`config.mk`:
```
export PLATFORM = sky130hd
export DESIGN_NAME = lvds_rx
export DESIGN_NICKNAME = d
export VERILOG_FILES = /design/src/rtl/lvds_rx.sv
export SDC_FILE = /design/constraint.sdc
export NUM_CORES = 1
export LEC_CHECK = 0
export CAP_MARGIN = 30
export CORE_MARGIN = 3
export CORE_UTILIZATION = 40
export DETAILED_ROUTE_END_ITERATION = 8
export SYNTH_ARGS = -nofsm -noshare
export SYNTH_HDL_FRONTEND = slang
export SYNTH_SLANG_ARGS = --single-unit
```
`constraint.sdc`:
```
create_clock -name clk -period 1.4 [get_ports clk]
set_input_delay 0.21 -clock clk [delete_from_list [all_inputs] [get_ports clk]]
set_output_delay 0.21 -clock clk [all_outputs]
set_load 0.005 [all_outputs]
```
`src/rtl/lvds_rx.sv`:
```
// Forwarded-clock serial receiver: oversamples rxclk/rx in the clk domain, shifts
// bits in MSB-first on each rxclk rise and realigns to a byte MSB after link idle.
module lvds_rx #(
    parameter int SYNC_STAGES  = 2,
    parameter int IDLE_TIMEOUT = 64
) (
    input  logic       clk,
    input  logic       rst,
    input  logic       rxclk,
    input  logic       rx,
    output logic [7:0] data,
    output logic       valid,
    output logic       err,
    output logic       active
);

    localparam int CW = $clog2(IDLE_TIMEOUT + 1);

    typedef enum logic {
        IDLE = 1'b0,
        RECV = 1'b1
    } state_t;

    logic [SYNC_STAGES-1:0] rxclk_sync;
    logic [SYNC_STAGES-1:0] rx_sync;
    logic                   rxclk_d;
    logic                   rise_det;
    logic                   rise;
    logic                   rise_bit;
    state_t                 state;
    logic [7:0]             shift;
    logic [2:0]             bitcnt;
    logic [CW-1:0]          idle_cnt;
    logic                   done;

    assign rise_det = rxclk_sync[SYNC_STAGES-1] & ~rxclk_d;

    // Synchronisers, edge detect, and an aligned edge/data sample stage
    always_ff @(posedge clk) begin
        if (rst) begin
            rxclk_sync <= '0;
            rx_sync    <= '0;
            rxclk_d    <= 1'b0;
            rise       <= 1'b0;
            rise_bit   <= 1'b0;
        end else begin
            rxclk_sync <= {rxclk_sync[SYNC_STAGES-2:0], rxclk};
            rx_sync    <= {rx_sync[SYNC_STAGES-2:0], rx};
            rxclk_d    <= rxclk_sync[SYNC_STAGES-1];
            rise       <= rise_det;
            rise_bit   <= rx_sync[SYNC_STAGES-1];
        end
    end

    // Receive FSM: bit assembly, idle timeout and registered output strobes
    always_ff @(posedge clk) begin
        if (rst) begin
            state    <= IDLE;
            shift    <= 8'h00;
            bitcnt   <= 3'd0;
            idle_cnt <= '0;
            done     <= 1'b0;
            data     <= 8'h00;
            valid    <= 1'b0;
            err      <= 1'b0;
            active   <= 1'b0;
        end else begin
            valid <= done;
            done  <= 1'b0;
            err   <= 1'b0;
            if (done) begin
                data <= shift;
            end else begin
                data <= data;
            end
            case (state)
                IDLE: begin
                    bitcnt   <= 3'd0;
                    idle_cnt <= '0;
                    if (rise) begin
                        shift  <= {shift[6:0], rise_bit};
                        bitcnt <= 3'd1;
                        state  <= RECV;
                        active <= 1'b1;
                    end else begin
                        active <= 1'b0;
                    end
                end
                RECV: begin
                    // An edge wins over a timeout landing in the same cycle
                    if (rise) begin
                        shift    <= {shift[6:0], rise_bit};
                        bitcnt   <= bitcnt + 3'd1;
                        idle_cnt <= '0;
                        done     <= (bitcnt == 3'd7);
                        active   <= 1'b1;
                    end else if (idle_cnt == CW'(IDLE_TIMEOUT - 1)) begin
                        state    <= IDLE;
                        err      <= (bitcnt != 3'd0);
                        bitcnt   <= 3'd0;
                        idle_cnt <= '0;
                        active   <= 1'b0;
                    end else begin
                        idle_cnt <= idle_cnt + CW'(1);
                        active   <= 1'b1;
                    end
                end
                default: begin
                    state  <= IDLE;
                    active <= 1'b0;
                end
            endcase
        end
    end

endmodule

```
* Word-level counts from Yosys, hierarchy flattened
Cells that the tools add are included.
** Storage, ports and cells
- Register bits after elaboration :: 37
- Word-level logic and storage cells :: 38
- Output and inout port bits :: 11
- Bits of input ports :: 4
** Operators by class
- $add $sub $neg :: 2
- Reduce and logical (&&, ||, !) cells :: 3
- Bitwise logic cells :: 5
- Equal/unequal tests :: 3
- Muxes and demuxes :: 12
** Operators with widths (number)
- $mux W7 :: 2
- $pmux W7 S2 :: 1
- $mux W8 :: 1
- $add A7 B1 Y7 const B :: 1
- $eq A7 B6 Y1 const B :: 1
- $mux W3 :: 2
- $pmux W3 S2 :: 1
- $mux W1 :: 4
- $not A1 Y1 :: 4
- $reduce_or A4 Y1 :: 1
- $add A3 B1 Y3 const B :: 1
- $eq A3 B3 Y1 const B :: 1
- $ne A3 B2 Y1 const B :: 1
- $reduce_bool A3 Y1 :: 1
- $reduce_or A3 Y1 :: 1
- $pmux W1 S2 :: 1
- $and A1 B1 Y1 :: 1

* Longest topological paths before layout
- Depth in word-level cells :: 4
- Gate-level depth with buffers :: 4
- Gate-level depth less buffers :: 4

* Worst setup path after synthesis
No wires, ideal clock.
- Kind :: reg-to-reg
- Start point :: register idle_cnt[0]
- End point :: register err
- Path buffers :: 0
- Slack :: 0.245 ns
- Setup time :: 0.103 ns
- Period minus slack after synthesis :: 1.155 ns
- Stages on the path, launching flop included :: 4
- Arrival time :: 1.051 ns
- Path through :: dfxtp_1 -> ha_1 -> nand4_2 -> a2111oi_2
** On the way
- Longest elaborated chain between the ends :: 3
** Ends and longest elaborated chain
- from (decl) :: RTL line 33 : logic [CW-1:0] idle_cnt;
- from (signal assigned) :: RTL line 104 : idle_cnt <= idle_cnt + CW'(1);
- $eq A7 B6 Y1 :: RTL line 97 : end else if (idle_cnt == CW'(IDLE_TIMEOUT - 1)) begin
- $not A1 Y1 (no line)
- $reduce_or A4 Y1 (no line)
- to (signal assigned) :: RTL line 99 : err <= (bitcnt != 3'd0);
- to (decl) :: RTL line 13 : output logic err,
Every way passes these cells.
A chain may end at the register's enable or synchronous reset.

* Final worst setup path
- Start point :: register idle_cnt[0]
- End point :: register bitcnt[2]
** On the way
- Longest elaborated chain between the ends :: 2
** Ends and longest elaborated chain
- $eq A7 B6 Y1 :: RTL line 97
- $ne A3 B2 Y1 (no line)
- to (signal assigned) :: RTL line 93 : bitcnt <= bitcnt + 3'd1;
- to (decl) :: RTL line 32 : logic [2:0] bitcnt;
Every way passes these cells.

==> metrics.csv <==
metric,value,unit
post-route-period-util,91.3,%
yosysWarnings,0,
hold_buffers,0,
number_of_antenna_violations_at_the_first_check_in_global_routing,0,
detailedRoute.firstIterationViolations,37,
yosysSeqAreaShare,54.4,%
die_w,64.3,um
die_h,64.3,um
htree_levels,2,
cts_max_path_buffers,2,
netlist_top_cells_area,"dfxtp_1 (54%), mux2i_1 (12%), nor2_1 (6.1%)",
slew_headroom,65.9,%
grt_first_pass_wirelength,3870,um
fp-row-count,20,
number_of_endpoints_with_negative_hold_slack_in_the_final_report,0,
drt_pre_antenna_iters,4,
multi_input_area,568,sq um
finalSetupViolCount,0,
grt_max_degree,22,
cts-buffers-inserted,5,
sequential_standard_cell_area,753,sq um
detailed_place_hpwl,1510,um
mappedNetlistArea,0.00136,sq mm
postSynth.asyncResetShare,0,%
layout.filler_cells,304,
fraction_of_final_layout_cells_sized_beyond_drive_strength_1,22.3,%
synth_seq_cells,37,
total_negative_slack,0,ns
yosysUniqueCellTypes,32,
clkSlewWorstSetupHoldPaths,0.11,ns
synth_top_area_share,54.4,%
cts_root_buffer,clkbuf_4,
final_design_area_no_fill,0.00166,sq mm
synthesized_netlist_net_count,135,
fin_util,52.7,%
yosysMostFrequentCell,dfxtp_1,
crit_path_start_kind,flip-flop,
num_vias,885,
final_max_slew_viol_count,0,
timing.fmax,782,MHz
antenna_cells,0,
fin_skew,0.00773,ns
fp.dieArea,0.00414,sq mm
drt_wl_total,2180,um
worstSkewPairLatency,0.34,ns
detailedPlace.worstSlack,-0.0277,ns
ir_drop,0.757,mV
grt_use_total,12.8,%
gr-total-overflow,0,
worstPathArrival,1.50,ns
criticalPathCategory,flip-flop to flip-flop,
synth_top_cells_by_count,"dfxtp_1 (37), nor2_1 (22), mux2i_1 (16)",
synthesis.instances,127,
finalWorstSetupSlack,0.122,ns
run_status,completed,
drc,0,
top_level_ports,15,
effective_utilization_at_floorplan,43.2,%
design.core.area,0.00315,sq mm
synth_area_per_cell,10.7,sq um
post_detailed_route_via_to_cell_ratio,4.61,
timing.hold.ws,0.394,ns
timing.critical_path.fanout_max,4,
final_net_count,156,
min-delay-path-class,flip-flop to flip-flop,
detail-route-antenna-nets,0,
worst-slew-pin-transition,0.510,ns
cp_data_required_time,1.62,ns
tritoncts,yes,
power_density,1090,mW/mm^2
gp_congestion,0.768,
port_buffers,14,
timing.critical_path.to_type,flip-flop,
unrepaired_setup_endpoints_after_global_routing,yes,
areaGrowthSynthToFinish,22.1,%
yosys.area.top_type,dfxtp_1,
final.min_clock_period,1.28,ns
power.leakage,0.731,nW
wire_per_inst,11.3,um
synth-edff-count,0,
grt_pass1_vias,894,
maxCapViolations,0,
numClockSinks,37,
placedInstanceArea,0.00156,sq mm
synthFlopType,dfxtp_1,
## kinds of logic after synthesis
family                   share of synthesized area, %
XOR/XNOR                                         1.93
adder cells (fa/ha/maj)                          3.68
multiplexers                                     11.8
flip-flops                                       54.4
AND/OR/NAND/NOR                                  18.2
buffers and inverters                            3.86
AO/OA/AOI/OAI                                    6.16
## per-stage QoR
| step | cells | total power, W |
|---|---|---|
| 2_1_floorplan | 127 | 0.00112 |
| 3_3_place_gp | 183 | 0.00114 |
| 3_5_place_dp | 183 | 0.00114 |
| 4_1_cts | 191 | 0.00184 |
| 5_1_grt | 192 | 0.00189 |
| 6_report | 192 | 0.00181 |
## critical path: stages, from the launching register on
cell and delay (ns):
dfxtp_1 0.38, ha_1 0.24, nand4_2 0.19, nor2_2 0.24, o41ai_1 0.11
## placed cells by master, fill, tap and decap left out, types with 2 or more instances in the layout
cell and count:
clkdlybuf4s50_1 3, nor2b_1 8, inv_1 5, dfxtp_2 10, dlygate4sd2_1 6, nand3_1 3, nand2b_1 3, clkbuf_4 5
dfxtp_1 27, buf_4 6, xor2_1 2, ha_1 4, nor2_1 22, nand2_1 2, dlymetal6s2s_1 5, mux2i_1 16
## power breakdown
group | internal (W) | switching [W]
logic | 0.0000270 | 0.0000233
clock network | 0.000364 | 0.000333
registers | 0.00106 | 0.00000528
total | 0.00145 | 0.000361
## metal layers
layer / part of all wire, % / wire (um) / GRT usage [%] / vias to the layer above
li1: - / - / - / 460
met1: 47 / 1020 / 14.1 / 403
met2: 45 / 986 / 20.2 / 15
met3: 4.4 / 96 / 4.75 / 7
met4: 3.2 / 70 / 8.71 / 0
met5: 0 / 0 / 0 / -
## final timing paths
check,startpoint,end,slack [ns],cells past startpoint
min reg2reg,rxclk_d$_SDFF_PP0_,rise$_SDFF_PP0_,0.39,1
max reg2reg,idle_cnt[0]$_SDFF_PP0_,bitcnt[2]$_SDFFE_PP0P_,0.12,4
min,rxclk_d$_SDFF_PP0_,rise$_SDFF_PP0_,0.39,1
max,idle_cnt[0]$_SDFF_PP0_,bitcnt[2]$_SDFFE_PP0P_,0.12,4
## state kept, by name, indices dropped and copies added, names as in the netlist
signal      cells
rise            1
idle_cnt        7
rx_sync         2
rise_bit        1
state           1
err             1
shift           8
bitcnt          3
rxclk_d         1
valid           1
rxclk_sync      2
done            1
data            8
## cell type report
class                   instances  area share, %
multi-input cells              78           34.2
clock inverters                 2           2.11
inverters                       6           1.36
well taps                      44           3.31
clock buffers                   5           2.26
repair buffers                 20           11.4
flip-flops and latches         37           45.3
## what timing repair did
action                                  4_1_cts  5_1_grt
buffers inserted                              1        1
resized for setup                            15        6
endpoints found under the setup margin        9        7
pin swaps                                     0        0
Power figures use the tool's default switching activity.
